## config.mk

```make
export PLATFORM = sky130hd
export DESIGN_NAME = button_event_decoder
export DESIGN_NICKNAME = d
export VERILOG_FILES = /design/src/rtl/button_event_decoder.sv
export SDC_FILE = /design/constraint.sdc
export NUM_CORES = 1
export LEC_CHECK = 0
export BUFFER_PORTS_ARGS = -buffer_cell sky130_fd_sc_hd__buf_2
export CAP_MARGIN = 20
export CORE_MARGIN = 2
export CORE_UTILIZATION = 25
export DETAILED_ROUTE_END_ITERATION = 7
export HOLD_SLACK_MARGIN = 0.03
export PLACE_DENSITY = 0.47
export SLEW_MARGIN = 25
export SYNTH_ARGS = -nofsm -noshare
export SYNTH_HDL_FRONTEND = slang
export SYNTH_SLANG_ARGS = --single-unit
```

## constraint.sdc

```tcl
create_clock -name i_clk -period 2.3 [get_ports i_clk]
set_input_delay 0 -clock i_clk [delete_from_list [all_inputs] [get_ports i_clk]]
set_output_delay 0 -clock i_clk [all_outputs]
set_load 0.005 [all_outputs]
```

## src/rtl/button_event_decoder.sv

```systemverilog
// Turns one debounced switch level into registered single-cycle user events:
// press, release, click, double-click and long-press.
module button_event_decoder #(
    parameter int TICK_CYCLES  = 500000,
    parameter int LONG_TICKS   = 200,
    parameter int DCLICK_TICKS = 60
) (
    input  logic i_clk,
    input  logic i_rst,
    input  logic i_db,
    output logic o_held,
    output logic o_press,
    output logic o_release,
    output logic o_click,
    output logic o_dbl_click,
    output logic o_long_press
);

    localparam int MAX_TICKS = (LONG_TICKS > DCLICK_TICKS) ? LONG_TICKS : DCLICK_TICKS;
    localparam int CNT_W     = $clog2(MAX_TICKS + 1);
    localparam int PRE_W     = (TICK_CYCLES > 1) ? $clog2(TICK_CYCLES) : 1;

    localparam logic [PRE_W-1:0] PRE_LAST    = PRE_W'(TICK_CYCLES - 1);
    localparam logic [CNT_W-1:0] CNT_MAX     = CNT_W'(MAX_TICKS);
    localparam logic [CNT_W-1:0] LONG_LAST   = CNT_W'(LONG_TICKS - 1);
    localparam logic [CNT_W-1:0] DCLICK_LAST = CNT_W'(DCLICK_TICKS - 1);

    typedef enum logic [2:0] {
        S_IDLE  = 3'd0,
        S_DOWN1 = 3'd1,
        S_LONG  = 3'd2,
        S_UP1   = 3'd3,
        S_DOWN2 = 3'd4
    } state_t;

    state_t             r_state;
    state_t             w_state_nx;
    logic               r_db_q;
    logic [PRE_W-1:0]   r_presc;
    logic [CNT_W-1:0]   r_cnt;
    logic               r_press;
    logic               r_release;
    logic               r_click;
    logic               r_dbl_click;
    logic               r_long_press;

    logic               w_rise;
    logic               w_fall;
    logic               w_tick;
    logic               w_click_nx;
    logic               w_dbl_nx;
    logic               w_long_nx;

    assign w_rise = i_db & ~r_db_q;
    assign w_fall = ~i_db & r_db_q;
    assign w_tick = (r_presc == PRE_LAST);

    // Free-running prescaler; deliberately not restarted by button activity.
    always_ff @(posedge i_clk or posedge i_rst) begin
        if (i_rst) begin
            r_presc <= '0;
        end else if (w_tick) begin
            r_presc <= '0;
        end else begin
            r_presc <= r_presc + 1'b1;
        end
    end

    always_ff @(posedge i_clk or posedge i_rst) begin
        if (i_rst) begin
            r_cnt <= '0;
        end else if (w_state_nx != r_state) begin
            r_cnt <= '0;
        end else if (w_tick && (r_cnt != CNT_MAX)) begin
            r_cnt <= r_cnt + 1'b1;
        end
    end

    // Edges are tested before ticks, so an edge always wins over a timeout.
    always_comb begin
        w_state_nx = r_state;
        w_click_nx = 1'b0;
        w_dbl_nx   = 1'b0;
        w_long_nx  = 1'b0;
        case (r_state)
            S_IDLE: begin
                if (w_rise) begin
                    w_state_nx = S_DOWN1;
                end
            end
            S_DOWN1: begin
                if (w_fall) begin
                    w_state_nx = S_UP1;
                end else if (w_tick && (r_cnt == LONG_LAST)) begin
                    w_long_nx  = 1'b1;
                    w_state_nx = S_LONG;
                end
            end
            S_LONG: begin
                if (w_fall) begin
                    w_state_nx = S_IDLE;
                end
            end
            S_UP1: begin
                if (w_rise) begin
                    w_state_nx = S_DOWN2;
                end else if (w_tick && (r_cnt == DCLICK_LAST)) begin
                    w_click_nx = 1'b1;
                    w_state_nx = S_IDLE;
                end
            end
            S_DOWN2: begin
                if (w_fall) begin
                    w_dbl_nx   = 1'b1;
                    w_state_nx = S_IDLE;
                end else if (w_tick && (r_cnt == LONG_LAST)) begin
                    w_long_nx  = 1'b1;
                    w_state_nx = S_LONG;
                end
            end
            default: begin
                w_state_nx = S_IDLE;
            end
        endcase
    end

    always_ff @(posedge i_clk or posedge i_rst) begin
        if (i_rst) begin
            r_state      <= S_IDLE;
            r_db_q       <= 1'b0;
            r_press      <= 1'b0;
            r_release    <= 1'b0;
            r_click      <= 1'b0;
            r_dbl_click  <= 1'b0;
            r_long_press <= 1'b0;
        end else begin
            r_state      <= w_state_nx;
            r_db_q       <= i_db;
            r_press      <= w_rise;
            r_release    <= w_fall;
            r_click      <= w_click_nx;
            r_dbl_click  <= w_dbl_nx;
            r_long_press <= w_long_nx;
        end
    end

    assign o_held       = r_db_q;
    assign o_press      = r_press;
    assign o_release    = r_release;
    assign o_click      = r_click;
    assign o_dbl_click  = r_dbl_click;
    assign o_long_press = r_long_press;

endmodule

```

# After elaboration in Yosys (flattened, before gate mapping)
# Cells that the tools add are included.
[totals]
output_inout_bits = 6
wordCells = 49
in_bits = 3
reg_bits = 36
[op_classes]
reduce_logical = 6
n_bitwise = 4
n_addsub = 2
mux = 19
eq_ne = 9
[op_table]
columns = ["op", "count"]
rows = [
  ["$mux W3", 7],
  ["$add A19 B1 Y19 const B", 1],
  ["$eq A19 B19 Y1 const B", 1],
  ["$mux W19", 1],
  ["$mux W8", 2],
  ["$pmux W3 S5", 1],
  ["$add A8 B1 Y8 const B", 1],
  ["$eq A8 B6 Y1 const B", 1],
  ["$eq A8 B8 Y1 const B", 1],
  ["$mux W1", 8],
  ["$ne A8 B8 Y1 const B", 1],
  ["$eq A3 B2 Y1 const B", 2],
  ["$eq A3 B1 Y1 const B", 1],
  ["$eq A3 B3 Y1 const B", 1],
  ["$logic_and A1 B1 Y1", 3],
  ["$logic_not A3 Y1", 1],
  ["$ne A3 B3 Y1", 1],
  ["$and A1 B1 Y1", 2],
  ["$not A1 Y1", 2],
  ["$reduce_bool A2 Y1", 1],
  ["$reduce_or A2 Y1", 1],
]

# Longest topological paths before layout
# Gate-level depths: netlist of the first run.
[logic_depth]
word_depth = 7
mapped_depth = 7

# Least setup slack after synthesis of the first run
# No wires, ideal clock.
[synth_path]
path_type = "reg2reg"
from = "reg r_presc[7]"
to = "reg r_cnt[1]"
setup_slack_ns = 0.360
path_stages_with_launch = 7
setup_time_ns = 0.127
period_less_slack_ns = 1.940
arrival_ns = 1.812
cell_sequence = "dfrtp_1 or4_1 or3_1 buf_6 nor3_2 mux2i_1 nor2_1"
[synth_between]
elab_chain_len = 7
[synth_rtl]
columns = ["element", "line_no", "source"]
rows = [
  ["start: declaration", "39", "logic [PRE_W-1:0] r_presc;"],
  ["start signal: assignment", "65", "r_presc <= r_presc + 1'b1;"],
  ["$eq A19 B19 Y1 (*)", "56", "assign w_tick = (r_presc == PRE_LAST);"],
  ["$logic_and A1 B1 Y1 (on tied branches)", "94, 116, 107", ""],
  ["$mux W3 (on tied branches)", "94, 116, 107", ""],
  ["$mux W3 (on tied branches)", "113, 105, 92", ""],
  ["$pmux W3 S5", "85", "case (r_state)"],
  ["$ne A3 B3 Y1", "72", "end else if (w_state_nx != r_state) begin"],
  ["$mux W8 / $reduce_bool A2 Y1 (equally long branches)", "-", ""],
  ["end signal: assignment", "75", "r_cnt <= r_cnt + 1'b1;"],
  ["end: declaration", "40", "logic [CNT_W-1:0] r_cnt;"],
]
# Every way passes the cells marked *; elsewhere a longest branch is shown, timed or not.
# A chain may end at the register's enable or synchronous reset.

# Worst setup path after layout of the first run
# Same ends and word-level chain as after synthesis.

==> results of run 1 <==
-- final cells by class --
class	instances	share of cell area
Clock inverter	2	0.0165
Timing Repair Buffer	14	0.0425
Inverter	5	0.00884
Multi-Input combinational cell	134	0.415
Clock buffer	6	0.0342
Sequential cell	36	0.425
Tap cell	99	0.0584
-- per-stage QoR --
step / power [W] / cells / util
finish: 0.00142 / 296 / 0.296
global route: 0.00149 / 296 / 0.296
CTS: 0.00144 / 296 / 0.296
detailed placement: 0.000894 / 286 / 0.278
global placement: 0.000899 / 286 / 0.278
floorplan: 0.000848 / 180 / -
-- power groups by stage --
stage | combinational, W | sequential [W] | clock [W]
2_1_floorplan | 0.000163 | 0.000685 | 0
3_3_place_gp | 0.000193 | 0.000705 | 0
3_5_place_dp | 0.000190 | 0.000704 | 0
4_1_cts | 0.000192 | 0.000692 | 0.000558
5_1_grt | 0.000211 | 0.000698 | 0.000580
6_report | 0.000190 | 0.000693 | 0.000542
-- state kept, by name, summed over array words and instances, names as in the netlist --
| name | flops |
|---|---|
| o_click | 1 |
| o_dbl_click | 1 |
| o_held | 1 |
| o_long_press | 1 |
| o_press | 1 |
| o_release | 1 |
| r_cnt | 8 |
| r_presc | 19 |
| r_state | 3 |
-- synthesized netlist by cell type, drive strengths merged, types with 2 or more instances --
master,n
dfrtp,36
nor2,25
nand2,14
xnor2,12
nand3,10
xor2,10
nor3,7
inv,5
nor4,5
and4,4
nand4,4
nor2b,4
or3,4
and3,3
clkbuf,3
ha,3
a21o,2
a21oi,2
buf,2
mux2i,2
nor4b,2
o21ai,2
or2,2
or4,2
-- worst max-delay path: stages (launching register included) --
cell,delay (ps)
dfrtp_1,450
or4_1,500
or3_1,480
nor3_2,300
mux2i_1,210
nor2_1,50
-- worst paths after layout --
check | startpoint | to | slack [ps]
setup / recovery | r_presc[7]$_DFF_PP0_ | r_cnt[1]$_DFFE_PP0P_ | 190
hold / removal | i_rst | o_held$_DFF_PP0_ | 360
setup reg to reg | r_presc[7]$_DFF_PP0_ | r_cnt[1]$_DFFE_PP0P_ | 190
hold reg to reg | r_presc[0]$_DFF_PP0_ | r_presc[0]$_DFF_PP0_ | 490
max in group asynchronous | i_rst | r_presc[9]$_DFF_PP0_ | 1610
min in group i_clk | i_db | o_held$_DFF_PP0_ | 390
-- per-layer routing --
layer | wire length [um] | share of wire | track usage | vias up
li1 | - | - | - | 667
met2 | 1430 | 0.43 | 0.133 | 19
met5 | 0 | 0 | 0 | -
met4 | 44 | 0.013 | 0.0366 | 0
met1 | 1720 | 0.52 | 0.121 | 597
met3 | 131 | 0.039 | 0.0274 | 5
-- kinds of logic (layout without fill, tap and decap cells) --
group / count (synthesis) / count (layout) / synth area share
buffers and inverters: 10 / 27 / 0.0286
and+or+nand+nor: 92 / 92 / 0.284
AOI/OAI and AO/OA: 15 / 15 / 0.0594
muxes: 2 / 2 / 0.0109
DFF: 36 / 36 / 0.491
xor gates and xnor gates: 22 / 22 / 0.105
adders and majority gates: 3 / 3 / 0.0205
-- what timing repair did --
action	in CTS	in global routing
buffers inserted	0	0
hold endpoints to repair	37	0
hold buffers	2	0
==> flow_summary.yaml, run 1 <==
cts:
  post_cts_resized: 0
  root_buffer: "clkbuf_8"
  clk_path_buf_depth: 2
  htreeDepth: 2
  numCtsBuffers: 5
  path_clk_slew_ps: 80
  cts_tree: "yes"
  cts.sinks: 36
  clkLatencyLatePin_ps: 280
grt:
  grt_pass1_wl_um: 5550
  grtUsageTotal: 0.0895
  grt_overflow: 0
  grt_pass1_vias: 1171
  grt_start_max_net_pins: 37
  antenna_found_initial: 0
placed_design:
  io_buffers: 8
  place_area_mm2: 0.00199
  pre_cts_slack_ps: 183
  dp_hpwl_um: 2360
  place_congestion: 0.736
logic_synthesis:
  ys_seq_elements: 36
  yosys-top-cells-area: "dfrtp_1, xnor2_1, xor2_1"
  yosysSeqAreaShare: 0.491
  syn_nets: 186
  synth_edf_count: 0
  netlist_area_mm2: 0.00183
  synthCells: 180
  ys.flop_type: "dfrtp_1"
  yosysWarnings: 0
  syn_area_per_cell_um2: 10.2
  synth.top_cell.area_share: 0.491
  synth_cell_types: 44
  yosys.area.top_type: "dfrtp_1"
  synthArstFlopShare: 1.00
drt:
  drtIter0Drc: 54
  drc: 0
  drt-total-wl_um: 3330
  drtPass1Iterations: 4
  wl_per_cell_um: 11.2
  viasPerCell: 4.35
  ant_nets: 0
  dr_total_vias: 1288
final_layout:
  final_cell_mix: "dfrtp_1, nor2_1, nand2_1, xnor2_1"
  area_growth_pct: 15.7
  fin_area_mm2: 0.00212
  seq_area_um2: 901
  final_common_cell: "dfrtp_1"
  antennaDiodeCount: 0
  drive_gt1_frac: 0.132
  multiInputGateArea_um2: 881
  n_fill_cell: 747
  nets: 202
sta:
  min_period_ps: 2110
  rsz0062_at_grt: "false"
  drv_slew: 0
  holdWs_ps: 362
  setup_viol: 0
  skew_ps: 8.98
  finalCritPeriodShare: 0.916
  tightest_slew_ps: 454
  hold_viol: 0
  fmax_mhz: 475
  max_slew_margin: 0.697
  fin_ws_ps: 194
  tns_ps: 0
power:
  power_density_mw_per_mm2: 671
  combPwrFrac: 0.133
  clockPowerShare: 0.380
  switching_share: 0.260
  internal_power_w: 0.00105
  ir_worst_vdd_mv: 0.185
  p_leak_nw: 0.921
  power_frac_seq: 0.486
  p_sw_w: 0.000370
worst_setup_path:
  endpoint_kind: "flip-flop"
  required_ps: 2460
  reg2regPathDepth: 5
  critPathMaxFanout: 7
  arrival_ps: 2270
  critPathKind: "reg2reg"
  start_kind: "flip-flop"
worst_hold_path:
  hp-class: "in2async"
die:
  die_x_um: 89.7
  die_h_um: 89.7
  core_area_mm2: 0.00718
  die-area_mm2: 0.00804
  pin_count: 9
  start_util: 0.256
  rows: 31
job:
  drv_cap: 0
status:
  status: "completed"
(Power assumes the default switching activity.)
==> inputs of run 2 (changes only) <==
- RECOVER_POWER: unset -> 100
==> flow_summary.yaml, run 2 (synthesis results as in run 1) <==
power:
  ir_worst_vdd_mv: 0.184
  p_sw_w: 0.000370
  power_density_mw_per_mm2: 677
  power_w: 0.00142
  p_leak_nw: 0.900
  power_frac_seq: 0.487
  clockPowerShare: 0.381
  internal_power_w: 0.00105
  switching_share: 0.260
  combPwrFrac: 0.132
sta:
  holdWs_ps: 418
  fmax_mhz: 476
  tns_ps: 0
  skew_ps: 8.91
  drv_slew: 0
  setup_viol: 0
  max_slew_margin: 0.411
  finalCritPeriodShare: 0.914
  min_period_ps: 2100
  hold_viol: 0
  tightest_slew_ps: 884
  rsz0062_at_grt: "false"
cts:
  clkLatencyLatePin_ps: 280
  numCtsBuffers: 5
  htreeDepth: 2
  post_cts_resized: 0
  clk_path_buf_depth: 2
  cts_tree: "yes"
  cts.sinks: 36
  path_clk_slew_ps: 70
  root_buffer: "clkbuf_8"
final_layout:
  final_cell_mix: "dfrtp_1, nor2_1, nand2_1, xnor2_1"
  nets: 202
  area_growth_pct: 14.5
  final_common_cell: "dfrtp_1"
  drive_gt1_frac: 0.102
  fin_area_mm2: 0.00210
  final_util: 0.293
  antennaDiodeCount: 0
  largest_reg_flops: 19
  largest-register: "r_presc"
  top_regs: "r_presc x19, r_cnt x8, r_state x3"
  n_fill_cell: 753
drt:
  drc: 0
  viasPerCell: 4.31
  dr_total_vias: 1275
  drt-total-wl_um: 3320
  drtPass1Iterations: 4
  drtIter0Drc: 48
  ant_nets: 0
  wl_per_cell_um: 11.2
worst_setup_path:
  start_kind: "flip-flop"
  worstSetupEndpoint: "r_presc[17]$_DFF_PP0_"
  r2r_end: "r_presc[17]$_DFF_PP0_"
  critPathKind: "reg2reg"
  reg2regPathDepth: 5
  crit_chain: "or4_1 -> or3_1 -> nor2_1 -> clkbuf_2 -> nor2_1"
  critPathMaxFanout: 9
  slowest_stage: "or4_1"
  arrival_ps: 2260
  required_ps: 2460
  cp_slowest_stage_delay_ps: 510
  reg2reg_from: "r_presc[7]$_DFF_PP0_"
  startpoint: "r_presc[7]$_DFF_PP0_"
  worst_path_most_repeated_cell: "nor2_1"
  r2r_slack_ps: 200
  endpoint_kind: "flip-flop"
die:
  pin_count: 9
  die_h_um: 89.7
  start_util: 0.256
  core_area_mm2: 0.00718
  die_x_um: 89.7
  die-area_mm2: 0.00804
  rows: 31
grt:
  grtUsageTotal: 0.0895
  grt_pass1_vias: 1171
  grt_start_max_net_pins: 37
  grt_pass1_wl_um: 5550
  grt_overflow: 0
  antenna_found_initial: 0
status:
  status: "completed"
placed_design:
  io_buffers: 8
  place_area_mm2: 0.00199
  place_congestion: 0.736
  dp_hpwl_um: 2360
worst_hold_path:
  hp-class: "in2reg"
job:
  drv_cap: 0
run 2: cell count changes in the layout (fill, tap and decap cells not counted):
cell / change
clkbuf_1: +5
buf_2: -4
buf_4: -4
clkbuf_2: +2
clkbuf_4: +1
nor2_1: +1
nor2_4: -1
run 2: worst min-delay path by stage:
| stage | end | cells past startpoint | start |
|---|---|---|---|
| 2_1_floorplan | o_held$_DFF_PP0_ | 0 | i_db |
| 3_3_place_gp | r_presc[2]$_DFF_PP0_ | 3 | i_rst |
| 3_5_place_dp | o_held$_DFF_PP0_ | 3 | i_rst |
| 4_1_cts | r_cnt[5]$_DFFE_PP0P_ | 4 | i_rst |
| 5_1_grt | o_held$_DFF_PP0_ | 2 | i_db |
| 6_report | o_held$_DFF_PP0_ | 2 | i_db |
run 2: worst max-delay path: cells and delay by family (launching register included):
kind / cells / cell delay (ps)
AND/OR/NAND/NOR: 4 / 1280
flip-flops: 1 / 450
buffers and inverters: 1 / 270
run 2: metrics by stage:
| stage | instances | setup WS [ps] |
|---|---|---|
| 6_report | 296 | 198 |
| 5_1_grt | 296 | 29.9 |
| 4_1_cts | 296 | 176 |
| 3_5_place_dp | 286 | 183 |
| 3_3_place_gp | 286 | 196 |
| 2_1_floorplan | 180 | 360 |
run 2: area by class of cell:
cell class                      instances  area (um2)  area share
Tap cell                               99         124      0.0590
Timing Repair Buffer                   14        76.3      0.0363
Clock buffer                            6        72.6      0.0345
Multi-Input combinational cell        134         873       0.416
Inverter                                5        18.8     0.00893
Sequential cell                        36         901       0.429
Clock inverter                          2        35.0      0.0167
run 2: power groups by stage:
| stage | clock network [W] | logic (W) | registers, W |
|---|---|---|---|
| global route | 0.000580 | 0.000210 | 0.000698 |
| finish | 0.000541 | 0.000188 | 0.000693 |
| global placement | 0 | 0.000193 | 0.000705 |
| floorplan | 0 | 0.000163 | 0.000685 |
| CTS | 0.000558 | 0.000192 | 0.000692 |
| detailed placement | 0 | 0.000190 | 0.000704 |
run 2: per-layer routing:
layer  part of all wire  track usage  vias up
li1                   -            -      667
met1               0.53        0.121      589
met2               0.42        0.133       14
met3              0.035       0.0274        5
met4              0.013       0.0366        0
met5                  0            0        -
run 2: repair_timing:
| action | CTS | global route |
|---|---|---|
| endpoints found under the hold margin | 37 | 0 |
| hold buffers | 2 | 0 |
| setup buffers | 0 | 0 |
